$ cat src/rtl/costas_loop_filter.sv
// costas_loop_filter: pipelined PI loop filter producing the DDS frequency control word
module costas_loop_filter #(
    parameter int ERR_WIDTH = 16,
    parameter int ACC_WIDTH = 48,
    parameter int KP_SHIFT  = 8,
    parameter int KI_SHIFT  = 16
) (
    input  logic                 clk,
    input  logic                 rst_n,
    input  logic [ERR_WIDTH-1:0] err_tdata,
    input  logic                 err_tvalid,
    input  logic [15:0]          kp,
    input  logic [15:0]          ki,
    input  logic [31:0]          Freq_base,
    input  logic                 loop_hold,
    input  logic                 int_clear,
    output logic [31:0]          Freq,
    output logic                 freq_valid,
    output logic                 int_sat
);
    localparam int PW = ERR_WIDTH + 16;
    localparam logic [ACC_WIDTH-1:0] ACC_MAX = {1'b0, {(ACC_WIDTH-1){1'b1}}};
    localparam logic [ACC_WIDTH-1:0] ACC_MIN = {1'b1, {(ACC_WIDTH-1){1'b0}}};

    logic                 v1_q, v1_d, v2_q, v2_d, fv_q, fv_d, sat_q, sat_d;
    logic [PW-1:0]        p1_q, p1_d, i1_q, i1_d;
    logic [31:0]          prop2_q, prop2_d, freq_q, freq_d;
    logic [ACC_WIDTH-1:0] integ_q, integ_d, integ_sat;
    logic [ACC_WIDTH:0]   sum;
    logic signed [PW+31:0]        prop_ext;
    logic signed [ACC_WIDTH+31:0] int_ext;
    logic                 unused_bits;

    // stage 1: full-precision gain products, captured only on a valid sample
    always_comb begin
        v1_d = err_tvalid;
        p1_d = err_tvalid ? $signed({{16{err_tdata[ERR_WIDTH-1]}}, err_tdata}) * $signed({{ERR_WIDTH{kp[15]}}, kp}) : p1_q;
        i1_d = err_tvalid ? $signed({{16{err_tdata[ERR_WIDTH-1]}}, err_tdata}) * $signed({{ERR_WIDTH{ki[15]}}, ki}) : i1_q;
    end

    // stage 2: saturating integrator (clear beats hold beats accumulate) and scaled proportional term
    always_comb begin
        sum       = {integ_q[ACC_WIDTH-1], integ_q} + {{(ACC_WIDTH+1-PW){i1_q[PW-1]}}, i1_q};
        integ_sat = (sum[ACC_WIDTH] ^ sum[ACC_WIDTH-1]) ? (sum[ACC_WIDTH] ? ACC_MIN : ACC_MAX) : sum[ACC_WIDTH-1:0];
        integ_d   = int_clear ? '0 : (v1_q && !loop_hold) ? integ_sat : integ_q;
        sat_d     = (integ_d == ACC_MAX) || (integ_d == ACC_MIN);
        prop_ext  = $signed({{32{p1_q[PW-1]}}, p1_q}) >>> KP_SHIFT;
        prop2_d   = v1_q ? prop_ext[31:0] : prop2_q;
        v2_d      = v1_q;
    end

    // stage 3: output sum wraps modulo 2^32 like a phase word, held between samples
    always_comb begin
        int_ext     = $signed({{32{integ_q[ACC_WIDTH-1]}}, integ_q}) >>> KI_SHIFT;
        freq_d      = v2_q ? Freq_base + prop2_q + int_ext[31:0] : freq_q;
        fv_d        = v2_q;
        unused_bits = ^{prop_ext[PW+31:32], int_ext[ACC_WIDTH+31:32]};
    end

    // pipeline registers with synchronous active-low reset
    always_ff @(posedge clk) begin
        if (!rst_n) begin
            v1_q    <= 1'b0;
            v2_q    <= 1'b0;
            fv_q    <= 1'b0;
            sat_q   <= 1'b0;
            p1_q    <= '0;
            i1_q    <= '0;
            prop2_q <= '0;
            integ_q <= '0;
            freq_q  <= '0;
        end else begin
            v1_q    <= v1_d;
            v2_q    <= v2_d;
            fv_q    <= fv_d;
            sat_q   <= sat_d;
            p1_q    <= p1_d;
            i1_q    <= i1_d;
            prop2_q <= prop2_d;
            integ_q <= integ_d;
            freq_q  <= freq_d;
        end
    end

    assign Freq       = freq_q;
    assign freq_valid = fv_q;
    assign int_sat    = sat_q;
endmodule

$ cat config.mk
export PLATFORM = sky130hd
export DESIGN_NAME = costas_loop_filter
export DESIGN_NICKNAME = d
export VERILOG_FILES = /design/src/rtl/costas_loop_filter.sv
export SDC_FILE = /design/constraint.sdc
export NUM_CORES = 2
export LEC_CHECK = 0
export CAP_MARGIN = 30
export CORE_ASPECT_RATIO = 0.9
export CORE_MARGIN = 10
export CORE_UTILIZATION = 33
export CTS_BUF_LIST = sky130_fd_sc_hd__clkbuf_16
export CTS_CLUSTER_DIAMETER = 60
export CTS_CLUSTER_SIZE = 12
export DETAILED_ROUTE_END_ITERATION = 8
export SYNTH_ARGS = -nofsm -noshare
export SYNTH_HDL_FRONTEND = slang
export SYNTH_SLANG_ARGS = --single-unit
export TNS_END_PERCENT = 30
$ cat constraint.sdc
create_clock -name clk -period 11.3 [get_ports clk]
set_input_delay 3.39 -clock clk [delete_from_list [all_inputs] [get_ports clk]]
set_output_delay 3.39 -clock clk [all_outputs]
set_load 0.03 [all_outputs]
After elaboration in Yosys (flattened, before gate mapping)
Cells that the tools add are included.

Input bits: 85. Output and inout port bits: 34. Register bits after elaboration: 172. Word-level logic and storage cells: 24.

Multiply operators: 2. Equality and inequality tests: 2. Bitwise gates (word level): 1. Reductions and logical operators: 3. Add/subtract/negate cells: 3. Mux-type cells: 4.

Operator list (number): two-way mux 48 bit (4); adder 32 bit (2); multiplier 16 x 16 -> 32 bit (2); adder 48 x 32 -> 49 bit (1); equality test 48 x 47 -> 1 bit (second input constant) (1); equality test 48 bit (second input constant) (1); logical AND 1 bit (1); logical NOT 1 bit (1); logical OR 1 bit (1); XOR 1 bit (1).

Depth between registers and ports, before layout
Word-level depth: 7. Depth in mapped cells: 28. Gate-level depth less buffers: 26.

Least setup slack after synthesis
No wires, ideal clock.

Kind: input to register. From: in ki[1]. To: reg i1_q[30]. Required time: 11.178 ns. Path slack: 1.697 ns. Path buffers: 2. Stages on the path: 26. Arrival time: 9.481 ns. Setup time: 0.122 ns. Cell sequence: clkbuf_1 nand2_1 inv_1 fa_1 fa_1 fa_1 fa_1 fa_1 inv_1 fa_1 inv_1 ha_1 clkbuf_1 a21o_1 a21oi_1 nor2b_1 o21ai_0 a21boi_0 o21ai_0 o311ai_0 a221o_1 a21o_1 a21o_1 a31oi_1 mux2i_1 a311o_1.

Longest elaborated chain between the ends: 1.

Ends and longest elaborated chain: from (decl) (line 13) `input logic [15:0] ki,`; multiplier 16 x 16 -> 32 bit (line 38) `i1_d = err_tvalid ? $signed({{16{err_tdata[ERR_WIDTH-1]}}, err_tdata}) * $signed({{ERR_WIDTH{ki[15]}}, ki}) : ...`; to (signal assigned) (line 78) `i1_q <= i1_d;`; to (decl) (line 26) `logic [PW-1:0] p1_q, p1_d, i1_q, i1_d;`.

No other way between the ends. A chain may end at the register's enable or synchronous reset.

Worst setup path after layout
From: in kp[2]. To: reg p1_q[31].

Longest elaborated chain between the ends: 1.

Ends and longest elaborated chain: from (decl) (line 12) `input logic [15:0] kp,`; multiplier 16 x 16 -> 32 bit (line 37) `p1_d = err_tvalid ? $signed({{16{err_tdata[ERR_WIDTH-1]}}, err_tdata}) * $signed({{ERR_WIDTH{kp[15]}}, kp}) : ...`; to (signal assigned) (line 77) `p1_q <= p1_d;`; to (decl) (line 26).

No other way between the ends.

==> summary.txt <==
Final Setup Violations: 0
GR Util All Layers: 16.2%
Initial antenna violation count: 9
Syn nets: 4327
DIE AREA: 104000 um2
DRT Pass-1 Iters: 7
Register clock-pin slew on the reported worst setup and hold paths: 70 ps
Starting Density: 33.3%
Critical Path RT: 11640 ps
Seq/Total Area, Yosys: 10.8%
Period Utilization, post-route: 92.4%
Layout Nets: 4364
Worst-path fanout max: 16
Worst EP arrival: 10780 ps
Setup bufs post-CTS: 0
Most frequent cells in the layout: inv_1, fa_1, nand2_1
Max Cap Viol: 0
Chip height: 308 um
Remaining DRCs: 0
Post-synth EDFFs: 0
Fill count: 9372
GR Overflow Total: 0
Met3 WL: 4630 um
Slew @ Worst Pin: 1030 ps
Minimum clock period: 10440 ps
Vias in the first global route: 24000
Worst clock skew: 11.6 ps
R2R Path Start: i1_q[31]
Highest Signal Layer: met5
Vias per cell: 4.93
Crit path kind: in -> reg
Hold Crit Endpoint: Freq[29]
Reg2Reg Depth: 15
Netlist cell types: 75
Worst Hold Class: reg -> reg
Antenna viol nets, final: 0
CTS Buf Count: 17
CP Capture Type: flop
Row count: 105
Outcome: finished clean
Multi-input gate area: 24100 um2
Async S/R FF share, synth: 0%
Slew HR: 30.9%
Hold_sp: Freq[29]
Clk root buf: clkbuf_16
First-pass GRT wire length: 135000 um
FF+latch count, synth: 164
CTS tree: built
I/O pins: 119
Max Freq: 95.8 MHz
CTS Sinks: 164
H-tree levels: 4
Syn avg cell area: 8.80 um2
Placer Congestion: 0.885
Post-synthesis cell area: 30300 um2
Pin count of the biggest net entering global routing: 78
R2R Path End: int_sat
Worst skew pair latency: 470 ps
TNS Setup: 0 ps
Hold Buf Count CTS: 0
Met2 WL: 41000 um
Worst hold stages: 2
Resized Gates After CTS: 0
Drt total wl: 84200 um
Unrepaired setup endpoints after global routing: no
Synthesis Warnings: 0
P&R area growth vs syn: 10.5%
Die width: 340 um
Sequential cell area: 3280 um2
Final slew viol count: 0
Hold Fails Final Rpt: 0
Core area: 91200 um2
1st-iter DRT viols: 1385
DRT met1 WL: 37000 um
Share of cells above drive strength 1: 3.29%
FF-to-FF setup slack: 5620 ps
Top_reg_cell synth: dfxtp_1
CP startpoint kind: input port
DR vias: 23300
IO buf count: 118
Max Root-Sink Buffers: 2
Post-DP HPWL: 69900 um
DR WL/cell: 17.8 um
Syn Inst Count: 3447
Most common cell after layout, fill and taps aside: inv_1
state kept, by name (all words and copies together), names as in the netlist:
name,count
Freq,32
freq_valid,1
fv_d,1
i1_q,32
int_sat,1
integ_q,48
p1_q,24
prop2_q,24
v1_q,1
layout make-up:
class | count | share of cell area [%]
well taps | 1230 | 4.59
clock buffers | 17 | 1.27
clock inverters | 15 | 0.515
inverters | 623 | 6.98
repair buffers | 173 | 4.78
multi-input cells | 2505 | 72.0
flip-flops and latches | 164 | 9.80
diodes | 6 | 0.0448
cells by family after synthesis:
| group | share of synthesized area, % |
|---|---|
| muxes | 2.48 |
| DFF | 10.8 |
| buffers and inverters | 9.64 |
| and+or+nand+nor | 17.2 |
| AOI/OAI and AO/OA | 9.60 |
| xor gates and xnor gates | 3.70 |
| adders and majority gates | 46.6 |
through the flow:
stage               utilization (%)  hold slack [ps]  cells  worst slack (ps)  cell area (um2)
global placement               36.1              449   4695               540            32900
floorplan                         -              444   3447              1700            30300
finish                         36.7              462   4733               858            33500
CTS                            36.7              465   4727               875            33500
detailed placement             36.1              455   4695               409            32900
global route                   36.7              494   4730               507            33500
critical path: stages:
cell and delay, ps:
clkdlybuf4s50_1 940, nand2_1 160, fa_1 520, fa_1 580, fa_1 440, fa_1 550, inv_1 50, fa_1 510
fa_1 420, ha_1 340, a21o_1 170, a21o_1 170, a21oi_1 170, o21ai_0 120, a2111oi_0 630, o31ai_1 240
a31oi_1 430, a211oi_1 170, nor2_1 190, o21bai_1 140, a31oi_1 220, xnor2_1 130, o21ai_0 80
Yosys cell counts (9+ instances only):
cell type,count,area [um2]
inv_1,623,2340
fa_1,556,11100
nand2_1,324,1220
and2_1,260,1630
nor2_1,257,965
ha_1,239,2990
dfxtp_1,164,3280
clkbuf_1,140,526
a21oi_1,134,671
xnor2_1,102,893
mux2i_1,75,751
nor3_1,52,260
o21ai_0,52,260
a21o_1,44,330
a211oi_1,35,263
nand3_1,35,175
nand2b_1,27,169
xor2_1,26,228
nand4_1,23,144
nor2b_1,22,138
and3_1,21,131
o21bai_1,17,128
a31oi_1,14,87.6
a311oi_1,13,114
buf_1,13,48.8
o21a_1,12,90.1
o31ai_1,11,82.6
or3_1,11,68.8
nor4_1,10,62.6
o211ai_1,10,75.1
o31a_1,9,78.8
metal layers:
metal	GRT usage [%]	vias to the layer above
met3	2.81	89
met1	21.5	11800
met5	0	-
met4	3.82	8
li1	-	10900
met2	27.3	547
how the worst max path moves through the flow:
stage                     startpoint  endpoint  cells after the start
after floorplan                ki[1]  i1_q[30]                     26
after global placement         kp[2]  p1_q[31]                     23
after detailed placement       kp[2]  p1_q[31]                     23
after CTS                      kp[2]  p1_q[31]                     23
after global routing           kp[5]  p1_q[31]                     24
final                          kp[2]  p1_q[31]                     23
Power is not shown: default switching activity piles up to over one toggle a cycle in this logic, so the estimate is an artifact.
